### src/rtl/calc_sequencer_if.sv
// Button, ALU handshake and display-side signals of the calculator sequencer.
// The master modport is the sequencer; the slave modport is its environment.
interface calc_sequencer_if #(
  parameter int DATA_WIDTH = 16
);
  logic                  btn_c;
  logic                  btn_u;
  logic                  btn_d;
  logic                  btn_l;
  logic                  btn_r;
  logic                  alu_done;
  logic [DATA_WIDTH-1:0] alu_result;
  logic                  alu_error;
  logic [3:0]            ones;
  logic [3:0]            tens;
  logic [3:0]            hundreds;
  logic                  sign;
  logic [1:0]            cursor;
  logic [2:0]            phase;
  logic [DATA_WIDTH-1:0] op_a;
  logic [DATA_WIDTH-1:0] op_b;
  logic [1:0]            op_sel;
  logic                  alu_start;
  logic [DATA_WIDTH-1:0] result;
  logic                  result_valid;
  logic                  err;

  modport master (
    input  btn_c, btn_u, btn_d, btn_l, btn_r, alu_done, alu_result, alu_error,
    output ones, tens, hundreds, sign, cursor, phase, op_a, op_b, op_sel,
           alu_start, result, result_valid, err
  );

  modport slave (
    output btn_c, btn_u, btn_d, btn_l, btn_r, alu_done, alu_result, alu_error,
    input  ones, tens, hundreds, sign, cursor, phase, op_a, op_b, op_sel,
           alu_start, result, result_valid, err
  );
endinterface

### src/rtl/calc_sequencer.sv
// Calculator sequencer: edits a signed three-digit BCD operand, captures A, B
// and the operation, launches the ALU and holds its result for display.
module calc_sequencer #(
  parameter int DATA_WIDTH     = 16,
  parameter int TIMEOUT_CYCLES = 1024
) (
  input  logic             clk,
  input  logic             reset,
  calc_sequencer_if.master bus
);
  localparam int CNT_W = $clog2(TIMEOUT_CYCLES + 1);

  typedef enum logic [2:0] {
    EDIT_A = 3'd0, EDIT_B = 3'd1, SEL_OP = 3'd2, RUN = 3'd3, SHOW = 3'd4
  } phase_t;

  typedef enum logic [2:0] {
    BTN_NONE = 3'd0, BTN_C = 3'd1, BTN_L = 3'd2, BTN_R = 3'd3, BTN_U = 3'd4, BTN_D = 3'd5
  } btn_t;

  phase_t                phase_r;
  logic [3:0]            ones_r;
  logic [3:0]            tens_r;
  logic [3:0]            hundreds_r;
  logic                  sign_r;
  logic [1:0]            cursor_r;
  logic [DATA_WIDTH-1:0] op_a_r;
  logic [DATA_WIDTH-1:0] op_b_r;
  logic [1:0]            op_sel_r;
  logic                  alu_start_r;
  logic [DATA_WIDTH-1:0] result_r;
  logic                  result_valid_r;
  logic                  err_r;
  logic [CNT_W-1:0]      tmo_cnt_r;

  btn_t                  btn_s;
  logic [DATA_WIDTH-1:0] mag_s;
  logic [DATA_WIDTH-1:0] value_s;

  function automatic logic [3:0] step_digit(input logic [3:0] d, input logic up);
    logic [3:0] n;
    if (up) begin
      if (d == 4'd9) n = d;
      else           n = d + 4'd1;
    end else begin
      if (d == 4'd0) n = d;
      else           n = d - 4'd1;
    end
    return n;
  endfunction

  // Pick the single acting button and form the signed value of the edited digits.
  always_comb begin
    btn_s = BTN_NONE;
    if (bus.btn_c)      btn_s = BTN_C;
    else if (bus.btn_l) btn_s = BTN_L;
    else if (bus.btn_r) btn_s = BTN_R;
    else if (bus.btn_u) btn_s = BTN_U;
    else if (bus.btn_d) btn_s = BTN_D;
    else                btn_s = BTN_NONE;

    mag_s = DATA_WIDTH'(hundreds_r) * DATA_WIDTH'(7'd100)
          + DATA_WIDTH'(tens_r) * DATA_WIDTH'(4'd10)
          + DATA_WIDTH'(ones_r);
    if (sign_r && (mag_s != {DATA_WIDTH{1'b0}})) value_s = -mag_s;
    else                                         value_s = mag_s;
  end

  // Sequencer state machine with all outputs held in registers.
  always_ff @(posedge clk or posedge reset) begin
    if (reset) begin
      phase_r        <= EDIT_A;
      ones_r         <= 4'd0;
      tens_r         <= 4'd0;
      hundreds_r     <= 4'd0;
      sign_r         <= 1'b0;
      cursor_r       <= 2'd0;
      op_a_r         <= {DATA_WIDTH{1'b0}};
      op_b_r         <= {DATA_WIDTH{1'b0}};
      op_sel_r       <= 2'd0;
      alu_start_r    <= 1'b0;
      result_r       <= {DATA_WIDTH{1'b0}};
      result_valid_r <= 1'b0;
      err_r          <= 1'b0;
      tmo_cnt_r      <= {CNT_W{1'b0}};
    end else begin
      alu_start_r <= 1'b0;
      case (phase_r)
        EDIT_A, EDIT_B: begin
          case (btn_s)
            BTN_C: begin
              if (phase_r == EDIT_A) begin
                op_a_r  <= value_s;
                phase_r <= EDIT_B;
              end else begin
                op_b_r  <= value_s;
                phase_r <= SEL_OP;
              end
              ones_r     <= 4'd0;
              tens_r     <= 4'd0;
              hundreds_r <= 4'd0;
              sign_r     <= 1'b0;
              cursor_r   <= 2'd0;
            end
            BTN_L: cursor_r <= cursor_r + 2'd1;
            BTN_R: cursor_r <= cursor_r - 2'd1;
            BTN_U, BTN_D: begin
              case (cursor_r)
                2'd0:    ones_r     <= step_digit(ones_r, btn_s == BTN_U);
                2'd1:    tens_r     <= step_digit(tens_r, btn_s == BTN_U);
                2'd2:    hundreds_r <= step_digit(hundreds_r, btn_s == BTN_U);
                default: sign_r     <= ~sign_r;
              endcase
            end
            default: ;
          endcase
        end
        SEL_OP: begin
          case (btn_s)
            BTN_C: begin
              phase_r     <= RUN;
              alu_start_r <= 1'b1;
              tmo_cnt_r   <= {CNT_W{1'b0}};
            end
            BTN_U:   op_sel_r <= op_sel_r + 2'd1;
            BTN_D:   op_sel_r <= op_sel_r - 2'd1;
            default: ;
          endcase
        end
        RUN: begin
          // A done arriving together with the launch pulse belongs to nothing.
          if (bus.alu_done && !alu_start_r) begin
            result_r       <= bus.alu_result;
            err_r          <= bus.alu_error;
            result_valid_r <= 1'b1;
            phase_r        <= SHOW;
          end else if (tmo_cnt_r == CNT_W'(TIMEOUT_CYCLES - 1)) begin
            result_r       <= {DATA_WIDTH{1'b0}};
            err_r          <= 1'b1;
            result_valid_r <= 1'b1;
            phase_r        <= SHOW;
          end else begin
            tmo_cnt_r <= tmo_cnt_r + CNT_W'(1'b1);
          end
        end
        SHOW: begin
          if (btn_s == BTN_C) begin
            phase_r        <= EDIT_A;
            ones_r         <= 4'd0;
            tens_r         <= 4'd0;
            hundreds_r     <= 4'd0;
            sign_r         <= 1'b0;
            cursor_r       <= 2'd0;
            op_a_r         <= {DATA_WIDTH{1'b0}};
            op_b_r         <= {DATA_WIDTH{1'b0}};
            op_sel_r       <= 2'd0;
            result_r       <= {DATA_WIDTH{1'b0}};
            result_valid_r <= 1'b0;
            err_r          <= 1'b0;
          end
        end
        default: phase_r <= EDIT_A;
      endcase
    end
  end

  assign bus.ones         = ones_r;
  assign bus.tens         = tens_r;
  assign bus.hundreds     = hundreds_r;
  assign bus.sign         = sign_r;
  assign bus.cursor       = cursor_r;
  assign bus.phase        = phase_r;
  assign bus.op_a         = op_a_r;
  assign bus.op_b         = op_b_r;
  assign bus.op_sel       = op_sel_r;
  assign bus.alu_start    = alu_start_r;
  assign bus.result       = result_r;
  assign bus.result_valid = result_valid_r;
  assign bus.err          = err_r;
endmodule
### src/flat_wrapper.sv
// flat-port wrapper written by rule: the top's interface ports become plain ports
module calc_sequencer_flat 
#(
  parameter int DATA_WIDTH     = 16,
  parameter int TIMEOUT_CYCLES = 1024
)
  (clk, reset, bus_btn_c, bus_btn_u, bus_btn_d, bus_btn_l, bus_btn_r, bus_alu_done, bus_alu_result, bus_alu_error, bus_ones, bus_tens, bus_hundreds, bus_sign, bus_cursor, bus_phase, bus_op_a, bus_op_b, bus_op_sel, bus_alu_start, bus_result, bus_result_valid, bus_err);
  calc_sequencer_if #(.DATA_WIDTH(DATA_WIDTH)) bus_i ();
  input  logic clk;
  input  logic reset;
  input wire logic [$bits(bus_i.btn_c)-1:0] bus_btn_c;
  input wire logic [$bits(bus_i.btn_u)-1:0] bus_btn_u;
  input wire logic [$bits(bus_i.btn_d)-1:0] bus_btn_d;
  input wire logic [$bits(bus_i.btn_l)-1:0] bus_btn_l;
  input wire logic [$bits(bus_i.btn_r)-1:0] bus_btn_r;
  input wire logic [$bits(bus_i.alu_done)-1:0] bus_alu_done;
  input wire logic [$bits(bus_i.alu_result)-1:0] bus_alu_result;
  input wire logic [$bits(bus_i.alu_error)-1:0] bus_alu_error;
  output wire logic [$bits(bus_i.ones)-1:0] bus_ones;
  output wire logic [$bits(bus_i.tens)-1:0] bus_tens;
  output wire logic [$bits(bus_i.hundreds)-1:0] bus_hundreds;
  output wire logic [$bits(bus_i.sign)-1:0] bus_sign;
  output wire logic [$bits(bus_i.cursor)-1:0] bus_cursor;
  output wire logic [$bits(bus_i.phase)-1:0] bus_phase;
  output wire logic [$bits(bus_i.op_a)-1:0] bus_op_a;
  output wire logic [$bits(bus_i.op_b)-1:0] bus_op_b;
  output wire logic [$bits(bus_i.op_sel)-1:0] bus_op_sel;
  output wire logic [$bits(bus_i.alu_start)-1:0] bus_alu_start;
  output wire logic [$bits(bus_i.result)-1:0] bus_result;
  output wire logic [$bits(bus_i.result_valid)-1:0] bus_result_valid;
  output wire logic [$bits(bus_i.err)-1:0] bus_err;
  assign bus_i.btn_c = bus_btn_c;
  assign bus_i.btn_u = bus_btn_u;
  assign bus_i.btn_d = bus_btn_d;
  assign bus_i.btn_l = bus_btn_l;
  assign bus_i.btn_r = bus_btn_r;
  assign bus_i.alu_done = bus_alu_done;
  assign bus_i.alu_result = bus_alu_result;
  assign bus_i.alu_error = bus_alu_error;
  assign bus_ones = bus_i.ones;
  assign bus_tens = bus_i.tens;
  assign bus_hundreds = bus_i.hundreds;
  assign bus_sign = bus_i.sign;
  assign bus_cursor = bus_i.cursor;
  assign bus_phase = bus_i.phase;
  assign bus_op_a = bus_i.op_a;
  assign bus_op_b = bus_i.op_b;
  assign bus_op_sel = bus_i.op_sel;
  assign bus_alu_start = bus_i.alu_start;
  assign bus_result = bus_i.result;
  assign bus_result_valid = bus_i.result_valid;
  assign bus_err = bus_i.err;
  calc_sequencer #(.DATA_WIDTH(DATA_WIDTH), .TIMEOUT_CYCLES(TIMEOUT_CYCLES)) u_core (.clk(clk), .reset(reset), .bus(bus_i));
endmodule
### config.mk
export PLATFORM = sky130hd
export DESIGN_NAME = calc_sequencer_flat
export DESIGN_NICKNAME = d
export VERILOG_FILES = /design/src/rtl/calc_sequencer_if.sv /design/src/rtl/calc_sequencer.sv /design/src/flat_wrapper.sv
export SDC_FILE = /design/constraint.sdc
export NUM_CORES = 1
export LEC_CHECK = 0
export BUFFER_PORTS_ARGS = -buffer_cell sky130_fd_sc_hd__buf_2
export CAP_MARGIN = 40
export CORE_UTILIZATION = 30
export CTS_BUF_LIST = sky130_fd_sc_hd__clkbuf_8
export CTS_CLUSTER_DIAMETER = 200
export DETAILED_ROUTE_END_ITERATION = 10
export PLACE_DENSITY = 0.56
export SYNTH_ARGS = -nofsm -noshare
export SYNTH_HDL_FRONTEND = slang
export SYNTH_SLANG_ARGS = --single-unit
### constraint.sdc
create_clock -name clk -period 5.3 [get_ports clk]
set_input_delay 0.795 -clock clk [delete_from_list [all_inputs] [get_ports clk]]
set_output_delay 0.795 -clock clk [all_outputs]
set_load 0.02 [all_outputs]
Word-level counts from Yosys, hierarchy flattened

Cells that the tools add are included.

Input port bits: 25
Output and inout bits: 71
Word-level logic and storage cells: 156
Register bits after elaboration: 82

Equal/unequal tests: 36
$mul: 2
Muxes and demuxes: 62
Add/subtract/negate cells: 14
Bitwise gates (word level): 1
Reductions and logical operators: 27

Operators by type and width:

| kind                                                   | number |
|---|---|
| two-way mux 16 bit                                     | 8 |
| one-hot mux 16 bit (2 select lines)                    | 3 |
| two-way mux 4 bit                                      | 13 |
| one-hot mux 4 bit (2 select lines)                     | 6 |
| two-way mux 11 bit                                     | 3 |
| two-way mux 3 bit                                      | 10 |
| one-hot mux 11 bit (2 select lines)                    | 1 |
| AND reduction 4 bit                                    | 5 |
| AND reduction 6 bit                                    | 3 |
| adder 16 x 4 -> 16 bit                                 | 1 |
| inequality test 4 x 3 -> 1 bit (second input constant) | 4 |
| negation 16 bit                                        | 1 |
| nonzero test 16 bit                                    | 1 |
| adder 11 x 8 -> 12 bit                                 | 1 |
| adder 4 x 1 -> 4 bit (second input constant)           | 3 |
| equality test 3 x 2 -> 1 bit (second input constant)   | 4 |
| equality test 4 bit (second input constant)            | 3 |
| logical NOT 4 bit                                      | 3 |
| inequality test 3 bit (second input constant)          | 4 |
| inequality test 4 bit (second input constant)          | 3 |
| one-hot mux 2 bit (2 select lines)                     | 3 |
| one-hot mux 3 bit (4 select lines)                     | 1 |
| subtractor 4 x 1 -> 4 bit (second input constant)      | 3 |
| adder 11 x 1 -> 11 bit (second input constant)         | 1 |
| other kinds (26)                                       | 54 |

Logic depth before layout (Yosys ltp)

Gate-level depths: netlist of the first run.

Word-level depth: 10
Depth in mapped cells: 16

Worst setup path after synthesis of the first run

OpenSTA, ideal clock, no wires.

Path kind: flip-flop to flip-flop
Start point: register u_core.hundreds_r[1], in the netlist u_core.bus.hundreds[1]
End point: register u_core.op_a_r[9], in the netlist u_core.bus.op_a[9]
Setup time: 0.121 ns
Setup slack: 1.274 ns
Period minus slack after synthesis: 4.026 ns
Arrival: 3.905 ns
Path buffers: 0
Required time: 5.179 ns
Cell stages (with the launch flop): 15
Cells stage by stage: dfrtp_1 > inv_1 > ha_1 > ha_1 > fa_1 > ha_1 > inv_1 > o221a_2 > xnor2_2 > or4_1 > a21o_1 > a21oi_2 > a311oi_1 > xor2_1 > a22o_1

Word-level cells in the longest chain between the ends: 9
Elaborated cells between the ends (all ways): 10
Those cells by class: add/sub: 3; mul: 1; mux: 4; reduce/logical: 2

RTL lines:

| item                                                    | line                  | source |
|---|---|---|
| from (decl)                                             | calc_sequencer.sv:24  | `logic [3:0] hundreds_r;` |
| from (signal assigned)                                  | calc_sequencer.sv:111 | `2'd2: hundreds_r <= step_digit(hundreds_r, btn_s == BTN_U);` |
| multiplier 4 x 5 -> 9 bit *                             | calc_sequencer.sv:62  | `mag_s = DATA_WIDTH'(hundreds_r) * DATA_WIDTH'(7'd100)` |
| adder 11 x 8 -> 12 bit *                                | calc_sequencer.sv:63  | `+ DATA_WIDTH'(tens_r) * DATA_WIDTH'(4'd10)` |
| adder 16 x 4 -> 16 bit *                                | calc_sequencer.sv:64  | `+ DATA_WIDTH'(ones_r);` |
| branches (longest 2 deep; another with negation 16 bit) | --                    |  |
| two-way mux 16 bit *                                    | calc_sequencer.sv:65  | `if (sign_r && (mag_s != {DATA_WIDTH{1'b0}})) value_s = -mag_s;` |
| two-way mux 16 bit *                                    | calc_sequencer.sv:92  | `if (phase_r == EDIT_A) begin` |
| two-way mux 16 bit *                                    | calc_sequencer.sv:90  | `case (btn_s)` |
| one-hot mux 16 bit (2 select lines) *                   | calc_sequencer.sv:88  | `case (phase_r)` |
| to (signal assigned)                                    | calc_sequencer.sv:78  | `op_a_r <= {DATA_WIDTH{1'b0}};` |
| to (signal assigned)                                    | calc_sequencer.sv:93  | `op_a_r <= value_s;` |
| to (signal assigned)                                    | calc_sequencer.sv:154 | `op_a_r <= {DATA_WIDTH{1'b0}};` |
| to (decl)                                               | calc_sequencer.sv:27  | `logic [DATA_WIDTH-1:0] op_a_r;` |

Mark *: on every way between the ends. The select of a mux whose other input is x is not followed.
A chain may end at the register's enable or synchronous reset.

Final worst setup path of the first run

Start point: register u_core.hundreds_r[0], in the netlist u_core.bus.hundreds[0]
End point: register u_core.op_a_r[9], in the netlist u_core.bus.op_a[9]

The elaborated chain is that of the path after synthesis.

==> results of run 1 <==
-- cells by family after synthesis --
group	synth area share, %
simple gates	15.8
compound gates	20.4
flops	40.0
buf+inv	3.46
fa+ha+maj	12.0
xor+xnor	6.58
mux	1.78
-- report_power, final --
part,total [uW],internal (uW),switching (uW)
clock network,463,183,280
logic,1790,665,1120
registers,1050,845,202
-- cell usage in the layout, fill, tap and decap left out, types with 5 or more instances in the layout --
cell type  count
buf_2         95
dfrtp_1       82
nand2_1       62
nor2_1        38
o21ai_0       38
ha_1          38
inv_1         29
a22o_1        26
a21oi_1       25
nand3_1       19
xnor2_1       17
xor2_1        16
and3_1         9
a21o_1         9
clkbuf_8       9
nor3_1         8
mux2i_1        8
nand2b_1       7
fa_1           7
a31oi_1        6
or3_1          5
o31ai_1        5
-- path summary, 6_finish.rpt --
kind / startpoint / end / slack [ns] / cells after the start
max: u_core.bus.hundreds[0] / u_core.bus.op_a[9] / 1.05 / 14
min: reset / u_core.bus.op_b[15] / 0.40 / 3
max reg2reg: u_core.bus.hundreds[0] / u_core.bus.op_a[9] / 1.05 / 14
min reg2reg: u_core.bus.op_a[6] / u_core.bus.op_a[6] / 0.49 / 2
max in group asynchronous: reset / u_core.bus.tens[1] / 4.29 / 4
min in group clk: u_core.bus.op_a[6] / u_core.bus.op_a[6] / 0.49 / 2
-- area by class of cell --
cell class                 count  area share (%)
timing repair buffer         101            9.00
clock inverter                 7            1.15
inverter                      30            1.87
tap                          220            4.52
sequential                    82            33.7
clock buffer                   9            2.03
multi-input combinational    408            47.7
-- sequential cells by signal (all words and copies together) (netlist names), 3 cells and up --
signal / cells
u_core.bus.phase: 3
u_core.bus.result: 16
u_core.tmo_cnt_r: 11
u_core.bus.op_a: 16
u_core.bus.op_b: 16
u_core.bus.tens: 4
u_core.bus.hundreds: 4
u_core.bus.ones: 4
-- routing by layer --
layer  up-vias  GRT usage [%]  wire length, microns
met5         -              0                     0
met4         0           4.60                   182
met3        14           3.14                   427
met2        68           24.3                  6090
met1      2073           19.9                  6190
li1       2096              -                     -
-- tightest hold or removal path, delay by kind of cell --
kind,cells,cell delay (ns)
buffers and inverters,3,0.37
-- through the flow --
stage                     util, %  hold WS [ns]  setup slack [ns]  instances
after floorplan                 -         0.497              1.27        537
after global placement       35.1         0.464              1.18        837
after detailed placement     35.4         0.470              1.07        841
after CTS                    36.6         0.398              1.04        857
after global routing         36.6         0.426             0.772        857
final                        36.6         0.404              1.05        857
==> summary.md, run 1 <==
| Metric | Value |
|---|---|
| Maxcap violations | `0` |
| Sink Count | `82` |
| RSZ-0062 raised after global routing | `no` |
| Dominant cells by area after synthesis | `dfrtp_1, ha_1, nand2_1` |
| Largest net degree at the start of global routing | `67` |
| Initial Util | `30.8%` |
| Slew @ Worst Pin | `a little over 0.7 ns` |
| Final Skew | `~0.016 ns` |
| Number of synthesis warnings | `0` |
| Die Wd | `roughly 130 microns` |
| Vias in the first global route | `4,167` |
| TritonCTS buffer count | `9` |
| Count of final setup violators | `0` |
| Initial antenna violation count | `0` |
| Multi-input logic area | `approximately 2900 sq um` |
| Crit path buf inv count | `2` |
| Gr usage total | `between 10 and 15%` |
| Startpoint types | `register` |
| Worst Path Arrival | `4.53 ns` |
| ANT cells | `0` |
| Drt drc | `0` |
| Final nets | `around 700` |
| Cell taking the most area after synthesis | `dfrtp_1` |
| Post-Syn Area | `around 5100 sq um` |
| Filler Cells Inserted | `1,705` |
| Worst-path clk slew | `~0.10 ns` |
| Most used cell, CP | `ha_1` |
| Max incr delay on CP | `approximately 0.53 ns` |
| Drt first pass iters | `4` |
| Synth cell types | `59` |
| Mean Syn Cell Area | `between 9 and 10 sq um` |
| Power per Cell Area | `about 540 nW/um^2` |
| CTS Buffer Depth | `2` |
| Chip height | `around 130 microns` |
| Worst path required time | `between 5 and 6 ns` |
| Min cycle time layout | `between 4 and 5 ns` |
| Final Hold Vio Count | `0` |
| Avg WL per Cell | `15.0 microns` |
| TNS Setup | `0 ns` |
| Seq. cell area | `around 2100 sq um` |
| H-Tree Depth | `3` |
| Routed via count | `roughly 4,300` |
| CTS tree | `built` |
| Max Fclk | `about 240 MHz` |
| Fin. max-slew vios | `0` |
| Die ar. | `roughly 18,000 sq um` |
| Ys async rst share | `between 90% and 100%` |
| Worst vdd ir | `approximately 0.16 mV` |
| Post CTS Setup Buffer Count | `0` |
| Total congestion overflow | `0` |
| Total power | `between 3000 and 4000 uW` |
| Critical path class | `reg2reg` |
| Clk root buf | `clkbuf_8` |
| Cell chain of the critical path | `inv_1 > ha_1 > ha_1 > fa_1 > ha_1 > inv_1 > o221a_2 > xnor2_2 > or4_1 > a21o_1 > a21oi_2 > a311oi_1 > xor2_1 > a22o_1` |
| Nature of the critical path endpoint | `register` |
| Crit-path max FO | `8` |
| Post-synth top area share | `roughly two fifths` |
| Routed wire length | `between 10 and 15 mm` |
| Post-synth top flop | `dfrtp_1` |
| Placed instance area | `5890 sq um` |
| CP max-delay cell | `dfrtp_1` |
| PortBufs | `95` |
| Leakage | `0.00297 uW` |
| Min-delay worst type | `in2async` |
| HPWL after DPL | `between 9 and 10 mm` |
| Slew Limit Headroom | `52.3%` |
| Synth top cells by count | `dfrtp_1, nand2_1, ha_1, nor2_1, o21ai_0` |
| First-pass GRT wire length | `between 20 and 25 mm` |
| # resized after CTS | `0` |
| Seq cells post-synth | `82` |
| Top Ports | `96` |
| Core Area | `16,600 sq um` |
| Post-layout instance area | `6090 sq um` |
| Gpl congestion | `about 0.87` |
| Synthesized Nets | `slightly above 600` |
| EDFF count, synth | `0` |
| Crit-path leading delay family | `adder cells` |
| Seq/Total Area, Yosys | `around 40%` |
| Status | `finished, final reports clean` |
| Hold_buf cts | `0` |
| # rows | `47` |
| Final worst path period share | `about four fifths` |
| Layout cell share with drive strength beyond 1 | `about 22%` |
| Clock latency on the worst-skew pair | `approximately 0.38 ns` |
| Initial DRC count | `about 200` |
| Top-count cell post-synth | `dfrtp_1` |
| ANT nets after route | `0` |
| Post-Syn Instances | `about 540` |
| Post-DR vias/cell | `a little under 5` |
| Synthesis-to-layout area growth | `18.6%` |
Note: power is estimated with default switching activity, not from simulation.
==> inputs of run 2 (changes only) <==
- ABC_AREA: default -> 1
- PLACE_DENSITY: 0.56 -> 0.58
- clock period: 5.3 -> 3.58 ns (I/O delays scaled with it)
==> run 2 against run 1 <==
Net effect:
- first-iteration DRC count grew 24%
- via count grew 14%
- cell area grew 11%
- sequential power grew 44%
- register-to-register slack lost 0.88 ns
- final cell count grew 24%
- combinational power grew 130%
- critical path depth grew 6
- flip-flop and latch count is the same
- critical path type unchanged
- largest power group unchanged
- highest routed layer unchanged
==> summary.md, run 2 <==
| Metric | Value |
|---|---|
| Nature of the critical path endpoint | `register` |
| Maxcap violations | `0` |
| Filler Cells Inserted | `about 1,800` |
| Most common cell after layout, fill and taps aside | `nand2_1` |
| Hold_buf cts | `0` |
| Min cycle time layout | `roughly 3.4 ns` |
| Post-DR vias/cell | `~4.6` |
| Ys async rst share | `100%` |
| Leakage | `roughly 0.0035 uW` |
| Clk root buf | `clkbuf_8` |
| Core Area | `approximately 18,000 sq um` |
| Worst path required time | `~3.8 ns` |
| Commonest non-fill, non-tap cells in the layout | `nand2_1, inv_1, buf_2` |
| Worst Path Arrival | `~3.6 ns` |
| Initial antenna violation count | `0` |
| Fin. max-slew vios | `0` |
| Inst Count DP | `a little over 1,000` |
| PortBufs | `95` |
| Final worst path period share | `~95%` |
| Drt drc | `0` |
| Dominant cells by area after synthesis | `dfrtp_1, nand2_1, ha_1` |
| Synthesized Nets | `roughly 780` |
| Slew @ Worst Pin | `roughly 0.73 ns` |
| Routed wire length | `approximately 13 mm` |
| Drt first pass iters | `4` |
| Clock share of power | `between 10% and 20%` |
| H-Tree Depth | `3` |
| Total congestion overflow | `0` |
| Vias in the first global route | `roughly 4,400` |
| Final nets | `around 900` |
| Max Fclk | `293 MHz` |
| RSZ-0062 raised after global routing | `yes` |
| Startpoint types | `register` |
| CP max-delay cell | `fa_1` |
| Cell Int Power | `a little over 3000 uW` |
| Power per Cell Area | `944 nW/um^2` |
| Cell chain of the critical path | `inv_1 > ha_1 > ha_2 > fa_1 > ha_4 > nand2_1 > inv_2 > nand3_2 > nand3_2 > nand2_1 > nand2_2 > nand3_4 > o21bai_1 > nand2_1 > nor2_4 > nand2_4 > nand2_4 > nand2_2 > nand3_2 > o21ai_1` |
| Routed via count | `around 4,800` |
| Layout cell share with drive strength beyond 1 | `~25%` |
| Cell taking the most area after synthesis | `dfrtp_1` |
| Avg WL per Cell | `around 12 microns` |
| Crit-path max FO | `6` |
| Largest net degree at the start of global routing | `34` |
| Worst-path clk slew | `about 0.090 ns` |
| Reg power frac | `23.7%` |
| CTS Buffer Depth | `2` |
| Worst vdd ir | `around 0.42 mV` |
| Post-synth top area share | `37.7%` |
| Top Ports | `96` |
| ANT nets after route | `0` |
| Placed instance area | `between 6000 and 7000 sq um` |
| Min-delay worst type | `in2async` |
| Count of final setup violators | `0` |
| Slew Limit Headroom | `between 50% and 60%` |
| Final Skew | `0.0118 ns` |
| Seq cells post-synth | `a little over 80` |
| CTS tree | `built` |
| First-pass GRT wire length | `21.3 mm` |
| Mean Syn Cell Area | `roughly 7.6 sq um` |
| HPWL after DPL | `10.3 mm` |
| Status | `finished, final reports clean` |
| Final Core Density | `38.4%` |
| Logic pwr share | `between 60% and 70%` |
| Clock latency on the worst-skew pair | `about 0.37 ns` |
| Layout Cells excl Fill | `~1,100` |
| Sw frac | `about half` |
| Initial Util | `a little under a third` |
| Max incr delay on CP | `0.52 ns` |
| Gpl congestion | `about 0.84` |
| Post-Syn Instances | `around 710` |
| Seq/Total Area, Yosys | `between 30 and 40%` |
| Crit-path leading delay family | `adder cells` |
| Sink Count | `82` |
| Number of synthesis warnings | `0` |
| Hold_ws | `0.112 ns` |
| ANT cells | `0` |
| Post-layout instance area | `slightly below 7000 sq um` |
| Chip height | `about 140 microns` |
| EDFF count, synth | `0` |
| Die ar. | `between 15,000 and 20,000 sq um` |
| Post-synth top flop | `dfrtp_1` |
| # rows | `between 40 and 50` |
| TritonCTS buffer count | `9` |
| Synth cell types | `40` |
| Final Hold Vio Count | `0` |
| Synth top cells by count | `nand2_1, inv_1, dfrtp_1` |
| Gr usage total | `between 10% and 20%` |
| Top-count cell post-synth | `nand2_1` |
| Critical path class | `reg2reg` |
| Synthesis-to-layout area growth | `23.6%` |
| Post-Syn Area | `5450 sq um` |
| Crit path buf inv count | `2` |
| Initial DRC count | `roughly 250` |
| Psw | `~3200 uW` |
| Die Wd | `between 100 and 150 microns` |
-- run 2: changes by cell type after synthesis, sizes merged, moves of 9 or more --
cell    previous run  this run
xnor2             20         8
a22o              26         1
and3               9         0
inv               30       108
clkbuf            16         7
nor2              38        51
nand2             62       187
nand3             20        79
o21ai             45        65
-- run 2: final cells by class --
type | count | area, sq um | share of cell area (%)
clock buffers | 9 | 124 | 1.84
inverters | 110 | 414 | 6.15
well taps | 225 | 282 | 4.18
multi-input cells | 512 | 3140 | 46.6
flip-flops and latches | 82 | 2050 | 30.5
repair buffers | 116 | 633 | 9.40
clock inverters | 7 | 93.8 | 1.39
-- run 2: power groups by stage --
stage          Combinational (uW)  Clock [uW]  Sequential [uW]
2_1_floorplan                2400           0             1890
3_3_place_gp                 3810           0             1510
3_5_place_dp                 3810           0             1510
4_1_cts                      3840         773             1500
5_1_grt                      4600         816             1550
6_report                     4110         742             1510
-- run 2: logic make-up after synthesis --
group	after synthesis	share of synthesized area (%)
DFF	82	37.7
xor gates and xnor gates	20	3.22
adders and majority gates	45	11.3
buffers and inverters	121	8.61
and+or+nand+nor	345	29.2
AOI/OAI and AO/OA	100	9.99
-- run 2: stage by stage --
stage | total power (uW) | TNS [ns] | worst slack, ns
finish | 6360 | 0 | 0.168
detailed placement | 5320 | 0 | 0.0173
floorplan | 4290 | 0 | 0.107
global placement | 5320 | 0 | 0.0341
global route | 6970 | -0.112 | -0.0200
CTS | 6110 | 0 | 0.00786
-- run 2: layer usage --
| metal | GRT usage (%) | wire length (microns) |
|---|---|---|
| met1 | 20.3 | 6610 |
| met4 | 3.89 | 99 |
| met2 | 22.2 | 5920 |
| met5 | 0 | 0 |
| met3 | 3.74 | 579 |
-- run 2: timing repair --
| item | 4_1_cts | 5_1_grt |
|---|---|---|
| endpoints found under the setup margin | 2 | 26 |
| pin swaps | 1 | 17 |
| buffers inserted | 1 | 3 |
| gates cloned | 0 | 2 |
| gates resized for setup | 0 | 44 |
| hold endpoints to repair | 0 | 0 |
-- run 2: final timing paths --
check,startpoint,slack (ns),cells past startpoint,to
worst max-delay path,u_core.bus.hundreds[0],0.17,20,u_core.bus.op_a[6]
worst min-delay path,reset,0.11,2,u_core.bus.op_a[4]
worst max register to register,u_core.bus.hundreds[0],0.17,20,u_core.bus.op_a[6]
worst min register to register,u_core.bus.op_a[10],0.48,2,u_core.bus.op_a[10]
max in group asynchronous,reset,2.73,3,u_core.tmo_cnt_r[6]
min in group clk,bus_alu_result[13],0.40,3,u_core.bus.result[13]
==> inputs of run 3 (changes only) <==
- clock period: 3.58 -> 2.85 ns (I/O delays scaled with it)
==> run 3 against run 2 <==
Net effect:
- the run now ends with negative setup slack left
- clock power increased by 25%
- worst setup slack got worse by 0.74 ns
- wire length grew 10%
- worst hold slack better by 0.18 ns
- critical endpoint is now u_core.bus.op_b[15]
==> summary.md, run 3 (synthesized netlist as in run 2, its figures left out) <==
| Metric | Value |
|---|---|
| Largest net degree at the start of global routing | `32` |
| Crit-path max FO | `6` |
| Pre-CTS WS | `-0.508 ns` |
| Clock share of power | `about 10%` |
| # rows | `48` |
| CTS tree | `built` |
| Gpl congestion | `0.829` |
| Initial DRC count | `roughly 240` |
| Logic pwr share | `between 60% and 70%` |
| Worst-path clk slew | `around 0.1 ns` |
| Vias in the first global route | `between 4,000 and 5,000` |
| CP max-delay cell | `fa_1` |
| PortBufs | `95` |
| Worst vdd ir | `0.558 mV` |
| Min cycle time layout | `3.42 ns` |
| Reg power frac | `between 20% and 30%` |
| Final Core Density | `roughly two fifths` |
| Commonest non-fill, non-tap cells in the layout | `nand2_1, buf_2, inv_1` |
| Crit path buf inv count | `1` |
| Avg WL per Cell | `between 10 and 15 microns` |
| Sw frac | `around half` |
| ANT nets after route | `0` |
| Slew @ Worst Pin | `roughly 0.64 ns` |
| Max incr delay on CP | `around 0.58 ns` |
| Gr usage total | `16.1%` |
| Seq. cell area | `approximately 2100 sq um` |
| Cell chain of the critical path | `inv_2 > ha_4 > ha_4 > fa_1 > ha_4 > a21oi_1 > nand4_1 > nand2_4 > nand3_2 > xor2_2 > nor2_4 > nand2_4 > nand2_4 > nor2_4 > nand3_2 > nand2_1` |
| Final nets | `~960` |
| TNS Setup | `-12.73 ns` |
| Nature of the critical path endpoint | `register` |
| Fin worst setup slack | `-0.572 ns` |
| Top Ports | `between 90 and 100` |
| CP Launch Point | `u_core.bus.hundreds[0]` |
| Status | `complete, but fails checks` |
| Core Area | `around 18,000 sq um` |
| Final Skew | `around 0.017 ns` |
| Cell Int Power | `approximately 4600 uW` |
| Power per Cell Area | `~1200 nW/um^2` |
| Drt drc | `0` |
| Hold_ws | `just under 0.3 ns` |
| Inst Count DP | `1,088` |
| Startpoint types | `register` |
| RSZ-0062 raised after global routing | `yes` |
| HPWL after DPL | `about 11 mm` |
| Multi-input logic area | `between 3000 and 4000 sq um` |
| Slew Limit Headroom | `between 50% and 60%` |
| Post-DR vias/cell | `between 4 and 5` |
| Final Hold Vio Count | `0` |
| Layout Cells excl Fill | `approximately 1,100` |
| Routed via count | `between 5,000 and 6,000` |
| Worst Path Arrival | `around 3.7 ns` |
| Sink Count | `a little over 80` |
| Crit-path leading delay family | `simple AND/OR/NAND/NOR gates` |
| Clock latency on the worst-skew pair | `around 0.38 ns` |
| Leakage | `a little under 0.004 uW` |
| Worst path required time | `between 3 and 4 ns` |
| H-Tree Depth | `3` |
| Final worst path period share | `120%` |
| Critical path class | `reg2reg` |
| Worst r2r src | `u_core.bus.hundreds[0]` |
| Layout cell share with drive strength beyond 1 | `between 30% and 40%` |
| Min-delay worst type | `in2reg` |
| Chip height | `roughly 140 microns` |
| First-pass GRT wire length | `~24 mm` |
| Routed wire length | `between 10 and 15 mm` |
| Synthesis-to-layout area growth | `35.1%` |
| TritonCTS buffer count | `9` |
| Fin. max-slew vios | `0` |
| Initial antenna violation count | `1` |
| Max Fclk | `292 MHz` |
| Clk root buf | `clkbuf_8` |
| Die ar. | `~19,000 sq um` |
| CTS Buffer Depth | `2` |
| Count of final setup violators | `26` |
| Drt first pass iters | `4` |
| Psw | `between 4000 and 5000 uW` |
| Most common cell after layout, fill and taps aside | `nand2_1` |
| Filler Cells Inserted | `~1,800` |
| Total congestion overflow | `0` |
| Maxcap violations | `0` |
| Initial Util | `31.1%` |
| Die Wd | `about 140 microns` |
| Failing checks | `negative setup slack` |
| HP Start | `bus_alu_result[2]` |
run 3: what timing repair did:
| item | in CTS | in global routing |
|---|---|---|
| gates resized for setup | 15 | 49 |
| gates cloned | 2 | 0 |
| setup endpoints to repair | 26 | 28 |
| pin swaps | 11 | 40 |
| hold buffers | 1 | 0 |
| hold endpoints to repair | 12 | 0 |
| buffers inserted | 3 | 6 |
run 3: per-stage QoR:
stage               cell area, sq um  power, uW
finish                          7360       9030
global route                    7360       9870
CTS                             7100       8680
detailed placement              6770       7570
global placement                6750       7520
floorplan                       5550       5550
run 3: power by group through the flow:
stage          Clock, uW  Sequential [uW]  Combinational (uW)
3_3_place_gp           0             1890                5630
2_1_floorplan          0             2390                3160
6_report             929             1870                6220
5_1_grt             1010             1930                6930
3_5_place_dp           0             1890                5680
4_1_cts              964             1880                5840
run 3: worst min-delay path, stage by stage:
cell	delay, ns
buf_2	0.07
nand3_1	0.06
o21ai_0	0.07
run 3: cell type report:
cell class	count	area share [%]
sequential	82	28.0
timing repair buffer	171	14.6
tap	225	3.83
inverter	110	5.66
multi-input combinational	512	45.0
clock inverter	6	1.00
antenna	1	0.0340
clock buffer	10	1.87
run 3: path summary, 6_finish.rpt:
kind | slack [ns] | depth (start not counted) | end
max | -0.57 | 16 | u_core.bus.op_b[15]
min | 0.29 | 3 | u_core.bus.result[2]
max reg2reg | -0.57 | 16 | u_core.bus.op_b[15]
min reg2reg | 0.48 | 2 | u_core.bus.op_a[2]
max in group asynchronous | 1.64 | 5 | u_core.bus.result[12]
min in group asynchronous | 0.53 | 3 | u_core.bus.result[4]
run 3: layer usage:
metal  vias up  routed length, microns  share of wire (%)  track usage (%)
met2        92                    6910                 48             27.7
met5         -                       0                  0                0
met4         0                     167                1.1             4.81
li1       2660                       -                  -                -
met3        11                     595                4.1             3.19
met1      2364                    6870                 47             20.4
